$ cat config.mk
export PLATFORM = sky130hd
export DESIGN_NAME = store_align
export DESIGN_NICKNAME = d
export VERILOG_FILES = /design/src/rtl/store_align.sv
export SDC_FILE = /design/constraint.sdc
export NUM_CORES = 1
export LEC_CHECK = 0
export ABC_AREA = 1
export CAP_MARGIN = 25
export CORE_ASPECT_RATIO = 2
export CORE_UTILIZATION = 35
export CTS_CLUSTER_DIAMETER = 120
export DETAILED_ROUTE_END_ITERATION = 10
export HOLD_SLACK_MARGIN = 0.15
export PLACE_DENSITY = 0.59
export REMOVE_ABC_BUFFERS = 1
export SYNTH_ARGS = -nofsm -noshare
export SYNTH_HDL_FRONTEND = slang
export SYNTH_SLANG_ARGS = --single-unit
$ cat constraint.sdc
create_clock -name clk -period 3.9 [get_ports clk]
set_clock_uncertainty 0.15 [all_clocks]
set_input_delay 1.17 -clock clk [delete_from_list [all_inputs] [get_ports clk]]
set_output_delay 1.17 -clock clk [all_outputs]
set_load 0.03 [all_outputs]
$ cat src/rtl/store_align.sv
// Store lane aligner: turns a core store into one or two byte-enabled word writes.
// Stores that cross a word boundary are issued as two sequential beats.
module store_align #(
  parameter int unsigned ADDR_WIDTH = 32
) (
  input  logic                  clk,
  input  logic                  rst,
  input  logic                  req_valid,
  output logic                  req_ready,
  input  logic [ADDR_WIDTH-1:0] req_addr,
  input  logic [31:0]           req_data,
  input  logic [2:0]            req_funct3,
  output logic                  mem_valid,
  input  logic                  mem_ready,
  output logic [ADDR_WIDTH-3:0] mem_addr,
  output logic [3:0]            mem_we,
  output logic [31:0]           mem_din,
  output logic                  done
);

  localparam int unsigned WAW = ADDR_WIDTH - 2;

  localparam logic [1:0] IDLE  = 2'd0;
  localparam logic [1:0] BEAT1 = 2'd1;
  localparam logic [1:0] BEAT2 = 2'd2;

  logic [1:0]     state_q, state_d;
  logic [WAW-1:0] wa_q;
  logic [7:0]     mask_q;
  logic [63:0]    data_q;

  logic [3:0]     base;
  logic [31:0]    data_m;
  logic [7:0]     mask_new;
  logic [63:0]    data_new;
  logic [WAW-1:0] wa_inc;
  logic           split;
  logic           accept;
  logic           unused_funct3;

  // funct3[2] selects sign handling on loads only; stores ignore it.
  assign unused_funct3 = req_funct3[2];

  always_comb begin
    base = 4'b1111;
    unique case (req_funct3[1:0])
      2'b00:   base = 4'b0001;
      2'b01:   base = 4'b0011;
      default: base = 4'b1111;
    endcase
  end

  // Clear bytes above the store size so lanes outside mem_we carry zero.
  assign data_m   = req_data & {{8{base[3]}}, {8{base[2]}}, {8{base[1]}}, {8{base[0]}}};
  assign mask_new = {4'b0000, base} << req_addr[1:0];
  assign data_new = {32'h0, data_m} << {req_addr[1:0], 3'b000};

  assign split  = |mask_q[7:4];
  assign wa_inc = wa_q + {{(WAW-1){1'b0}}, 1'b1};
  assign accept = req_valid && req_ready;

  always_comb begin
    state_d = state_q;
    unique case (state_q)
      IDLE:    if (accept) state_d = BEAT1;
      BEAT1:   if (mem_ready) state_d = split ? BEAT2 : IDLE;
      BEAT2:   if (mem_ready) state_d = IDLE;
      default: state_d = IDLE;
    endcase
  end

  // Outputs decode from registered state only, so req_* never reaches mem_* combinationally.
  always_comb begin
    req_ready = 1'b0;
    mem_valid = 1'b0;
    mem_addr  = '0;
    mem_we    = 4'b0000;
    mem_din   = 32'h0;
    done      = 1'b0;
    unique case (state_q)
      IDLE: begin
        req_ready = 1'b1;
      end
      BEAT1: begin
        mem_valid = 1'b1;
        mem_addr  = wa_q;
        mem_we    = mask_q[3:0];
        mem_din   = data_q[31:0];
        done      = mem_ready && !split;
      end
      BEAT2: begin
        mem_valid = 1'b1;
        mem_addr  = wa_inc;
        mem_we    = mask_q[7:4];
        mem_din   = data_q[63:32];
        done      = mem_ready;
      end
      default: begin
        req_ready = 1'b0;
      end
    endcase
  end

  always_ff @(posedge clk) begin
    if (rst) begin
      state_q <= IDLE;
      wa_q    <= '0;
      mask_q  <= 8'h00;
      data_q  <= 64'h0;
    end else begin
      state_q <= state_d;
      if (accept) begin
        wa_q   <= req_addr[ADDR_WIDTH-1:2];
        mask_q <= mask_new;
        data_q <= data_new;
      end
    end
  end

endmodule
Word-level counts from Yosys, hierarchy flattened
Cells that the tools add are included.
{ "word_totals": {"reg_bits": 104, "in_bits": 71, "wordCells": 34} }
{ "op_classes": {"addsub": 1, "n_eq_ne": 6, "shifts": 2, "mux": 12, "bitwise_logic": 1, "reduce_logical": 8} }
{ "ops": {"columns": ["cell", "count"], "rows": [
  ["one-hot mux 32 bit (2 select lines)", 1],
  ["<< shifter 32 x 5 -> 64 bit", 1],
  ["one-hot mux 30 bit (2 select lines)", 1],
  ["bitwise AND 32 bit", 1],
  ["adder 30 x 1 -> 30 bit (second input constant)", 1],
  ["one-hot mux 4 bit (2 select lines)", 2],
  ["two-way mux 2 bit", 4],
  ["<< shifter 4 x 2 -> 8 bit", 1],
  ["!= test 2 bit (second input constant)", 3],
  ["one-hot mux 2 bit (3 select lines)", 1],
  ["equality test 2 x 1 -> 1 bit (second input constant)", 2],
  ["zero test 2 bit", 2],
  ["OR reduction 4 bit", 1],
  ["AND reduction 3 bit", 1],
  ["equality test 2 bit (second input constant)", 1],
  ["logical AND 1 bit", 2],
  ["two-way mux 1 bit", 2],
  ["one-hot mux 1 bit (2 select lines)", 1],
  ["OR reduction 2 bit", 1],
  ["zero test 1 bit", 1]
]} }

Logic depth before layout (Yosys ltp)
{ "depth": {"word_depth": 5, "depth_mapped": 9, "depth_no_buf": 9} }

Worst setup path after synthesis
No wires, ideal clock.
{ "synth_path": {"path_kind": "reg2out", "start": "register state_q[0]", "end": "output mem_addr[3]", "t_arrival_ps": 1828, "required_ps": 2580, "path_slack_ps": 752, "path_stages_with_launch": 5, "path_buffers": 0, "path_cell_list": "dfxtp_1 -> inv_1 -> ha_1 -> inv_2 -> a311oi_1"} }
{ "synth_between": {"elab_chain_len": 2, "word_cells_on_any_way": 3} }
{ "synth_lines": {"columns": ["item", "line_no", "text"], "rows": [
  ["start: declaration", "27", "logic [1:0] state_q, state_d;"],
  ["start signal: assignment", "111", "state_q <= state_d;"],
  ["equality test 2 bit / equality test 2 x 1 -> 1 bit (equally long branches)", "80", "unique case (state_q)"],
  ["one-hot mux 30 bit (2 select lines) *", "80", null],
  ["end: declaration", "15", "output logic [ADDR_WIDTH-3:0] mem_addr,"]
]} }
Every way passes the cells marked *; elsewhere a longest branch is shown, timed or not.

Final worst setup path
{ "layout_path": {"start": "register wa_q[5]", "end": "output mem_addr[23]"} }
{ "layout_between": {"elab_chain_len": 2} }
{ "layout_lines": {"columns": ["item", "line_no", "text"], "rows": [
  ["start: declaration", "28", "logic [WAW-1:0] wa_q;"],
  ["start signal: assignment", "113", "wa_q <= req_addr[ADDR_WIDTH-1:2];"],
  ["adder 30 x 1 -> 30 bit", "59", "assign wa_inc = wa_q + {{(WAW-1){1'b0}}, 1'b1};"],
  ["one-hot mux 30 bit (2 select lines)", "80", null]
]} }
No other way between the ends.

==> results list <==
- The flow ran to the end, and the final reports show no timing, DRC or antenna violations.
- 0 antenna diodes ended up in the layout.
* Compound-cell area share of the yosys netlist: 20.8%
- Entering global routing, the biggest net connects 69 pins.
* Number of instances in the synthesized netlist: 903
- Tightest slew margin relative to the limit: between 40 and 50%
* Post-route cell area: 0.00758 sq mm
- The multi-input combinational cells in the finished layout cover a total of 0.00330 sq mm.
- The floorplan has 65 rows.
- The final max-slew violation count came to 0.
* Total Neg Setup Slack: 0 ns
- For the worst setup path, the data required time is ~2.6 ns.
* Sequential fraction of the synthesis area: 34.0%
- The later pin in the worst-skew pair is clocked with a latency of 0.34 ns.
- Die Area: around 0.017 sq mm
- TritonCTS built the clock tree.
* Flip-flop and latch count after synthesis: 95
* CP cell instances: nand2_2 > nor2_2 > nand2_2 > nor2_4 > nand2_1 > nand2_1 > nand2_1 > a21oi_2 > clkdlybuf4s50_1
* Number of buffers inserted to repair setup after CTS: 0
- In the layout the commonest cells are nand2_1 (330), a21oi_1 (115), dfxtp_1 (95).
- Leaving out fill and tap cells, the most frequent cell in the layout is nand2_1.
- Count of different cell masters after synthesis: 34
- Power per standard cell area: between 300 and 400 mW/mm^2
* Synthesized area: between 0.005 and 0.006 sq mm
- The final layout contains 1099 nets.
- CTS clock-pin slew for the worst setup and hold paths: 0.08 ns
- Dividing the final minimum period by the clock period gives between 90% and 100%.
- Die X-Extent: 91.5 um
- F_max: 0.270 GHz
* Worst-case setup margin in the final layout: 0.194 ns
* Clock sink total: 95
- The H-tree was split into 3 levels.
- Setup WS pre-CTS: 0.287 ns
* Async SR Flop Fraction: 0%
- Placer's final routability congestion estimate: 0.955
- Synthesized area per cell: 6.20 sq um
* Number of remaining DRC errors: 0
- In this run the standard cell core region covers between 0.015 and 0.02 sq mm.
- DR iter-0 viols: approximately 200
* Number of filler cells placed in the layout: 1693
- Number of setup violations in the final report: 0
* Total number of vias: 6363
* Transition time of the tightest slew-check pin: 0.863 ns
- Library cell appearing most often on the critical path: nand2_1
* Count of input and output buffers: 138
- Total CTS buffers: 9
- Worst IR Drop VDD: 0.000201 V
- Post-DP HPWL: 14200 um
* Synthesized-area fraction occupied by and/or/nand/nor cells: roughly 37%
- The synthesized design contains 0 enable-type register cells.
- Quantity of hold-fixing buffers added after cts: 0
- Initial Util: between 30 and 40%
- Aggregate routed wire length: around 20000 um
* Cells on Worst Hold Path: 2
* CP Data Arrival Time: 2.39 ns
- STA classifies the critical path endpoint as an output port.
- After synthesis, the largest family of logic cells by area is simple AND/OR/NAND/NOR gates.
- Max-cap check violation count: 0
- Number of antenna violations at the first check in global routing: 0
* Mux share of post-synthesis cell area: 0%
- The synthesized netlist devotes 0% of its cell area to XOR and XNOR gates.
* Area delta synth->final: 35.3%
- The synthesized netlist devotes 0.893% of its cell area to adder and majority cells.
- On the worst path, the slowest cell contributes a delay of 0.68 ns.
* Unrepaired setup endpoints after global routing: false
- The worst setup path is launched from a flip-flop.
* 1st-pass router iterations: 5
* Clock Root Buffer: clkbuf_16
- Top flip-flop cell by instance count after synthesis: dfxtp_1
- Remaining global-route overflow: 0
- The setup path with the least slack is of type reg2out.
- The die is 181 um tall.
- Fraction of layout cells with a size suffix above 1: 13.4%
- I/O pin count: 140
* Cell with the largest stage delay on the worst path: clkdlybuf4s50_1
- Endpoints failing hold: 0
* Number of global-route vias before repair: between 6000 and 7000
- GR Util All Layers: 24.1%
- In this run the worst path has a maximum fanout of 7.
- Antenna-violating nets left: 0
- Hold Path Class: reg2reg
* Yosys warning count: 0
- Placed cell area: 0.00727 sq mm
- Pleak: 2.77 nW
- Longest Clk Path Bufs: 2
- Reg2reg path depth: 7
- Detailed-route vias per instance: 5.17
- After layout, the minimum clock period comes to 3.71 ns.
- The first global-routing pass estimated 31500 um of wire.
* FF/Latch Area: 0.00190 sq mm
- Routed wire per std cell: 16.1 um
==> where the power goes <==
part | switching, mW | internal [mW] | total, mW
clock | 0.434 | 0.467 | 0.902
combinational | 0.508 | 0.276 | 0.784
sequential | 0.0757 | 1.05 | 1.12
total | 1.02 | 1.79 | 2.81
==> worst max-delay path, delay by kind of cell, from the launching register on <==
| kind | cells | cell delay [ns] |
|---|---|---|
| AND/OR/NAND/NOR | 7 | 0.76 |
| buffers and inverters | 1 | 0.68 |
| flip-flops | 1 | 0.49 |
| AO/OA/AOI/OAI | 1 | 0.12 |
==> per-layer routing <==
layer,up-vias,global-route usage [%],share of wire [%]
li1,3194,-,-
met1,2913,24.9,35
met2,212,47.1,56
met3,44,2.44,4.8
met4,0,11.0,3.7
met5,-,0,0
==> state kept, by name (all words and copies together) (netlist names) <==
name and count:
data_q 56, wa_q 30, state_q 2, mask_q 7
==> path summary, 6_finish.rpt <==
kind | slack [ns] | end | from
min | 0.32 | data_q[4] | data_q[4]
max reg2reg | 1.95 | state_q[1] | state_q[0]
max | 0.19 | mem_addr[23] | wa_q[5]
min reg2reg | 0.32 | data_q[4] | data_q[4]
==> layout make-up <==
class,count,share of cell area (%)
clock buffers,10,3.15
clock inverters,6,0.760
well taps,201,3.32
inverters,42,2.08
multi-input cells,711,43.5
flip-flops and latches,95,25.1
repair buffers,165,22.0
==> logic make-up (layout without fill, tap and decap cells) <==
family | Yosys count | in the layout
and+or+nand+nor | 491 | 491
AOI/OAI and AO/OA | 216 | 216
buffers and inverters | 97 | 223
DFF | 95 | 95
adders and majority gates | 4 | 4
==> cell usage after synthesis (2+ instances only) <==
cell type	instances	share of area (%)
ha_1	4	0.89
a31oi_1	17	1.9
nor2_2	6	0.67
clkbuf_1	19	1.3
a22oi_1	8	1.1
inv_1	35	2.3
nor3_1	3	0.27
a21oi_2	5	0.78
nor2_1	71	4.8
a211oi_1	4	0.54
buf_2	25	2.2
nand3_1	54	4.8
o21ai_1	3	0.27
nand3b_1	2	0.27
nand2_2	8	0.89
and2_1	2	0.22
dfxtp_1	95	34
buf_1	8	0.54
nor2_4	12	2.4
a21oi_1	115	10
nand2_1	330	22
inv_2	6	0.40
o21ai_0	60	5.4
==> stage by stage <==
| step | cells | power [mW] | utilization (%) | hold WS [ns] |
|---|---|---|---|---|
| after CTS | 1230 | 2.84 | 48.2 | 0.319 |
| final | 1230 | 2.81 | 48.3 | 0.317 |
| after detailed placement | 1214 | 1.94 | 46.3 | 0.307 |
| after global placement | 1214 | 1.93 | 46.3 | 0.302 |
| after global routing | 1230 | 2.95 | 48.3 | 0.337 |
| after floorplan | 848 | 1.54 | - | 0.290 |
==> timing repair <==
item / in CTS / in global routing
endpoints found under the hold margin: 0 / 0
setup endpoints to repair: 3 / 5
pin swaps: 0 / 0
resized for setup: 3 / 5
(Power assumes the default switching activity.)
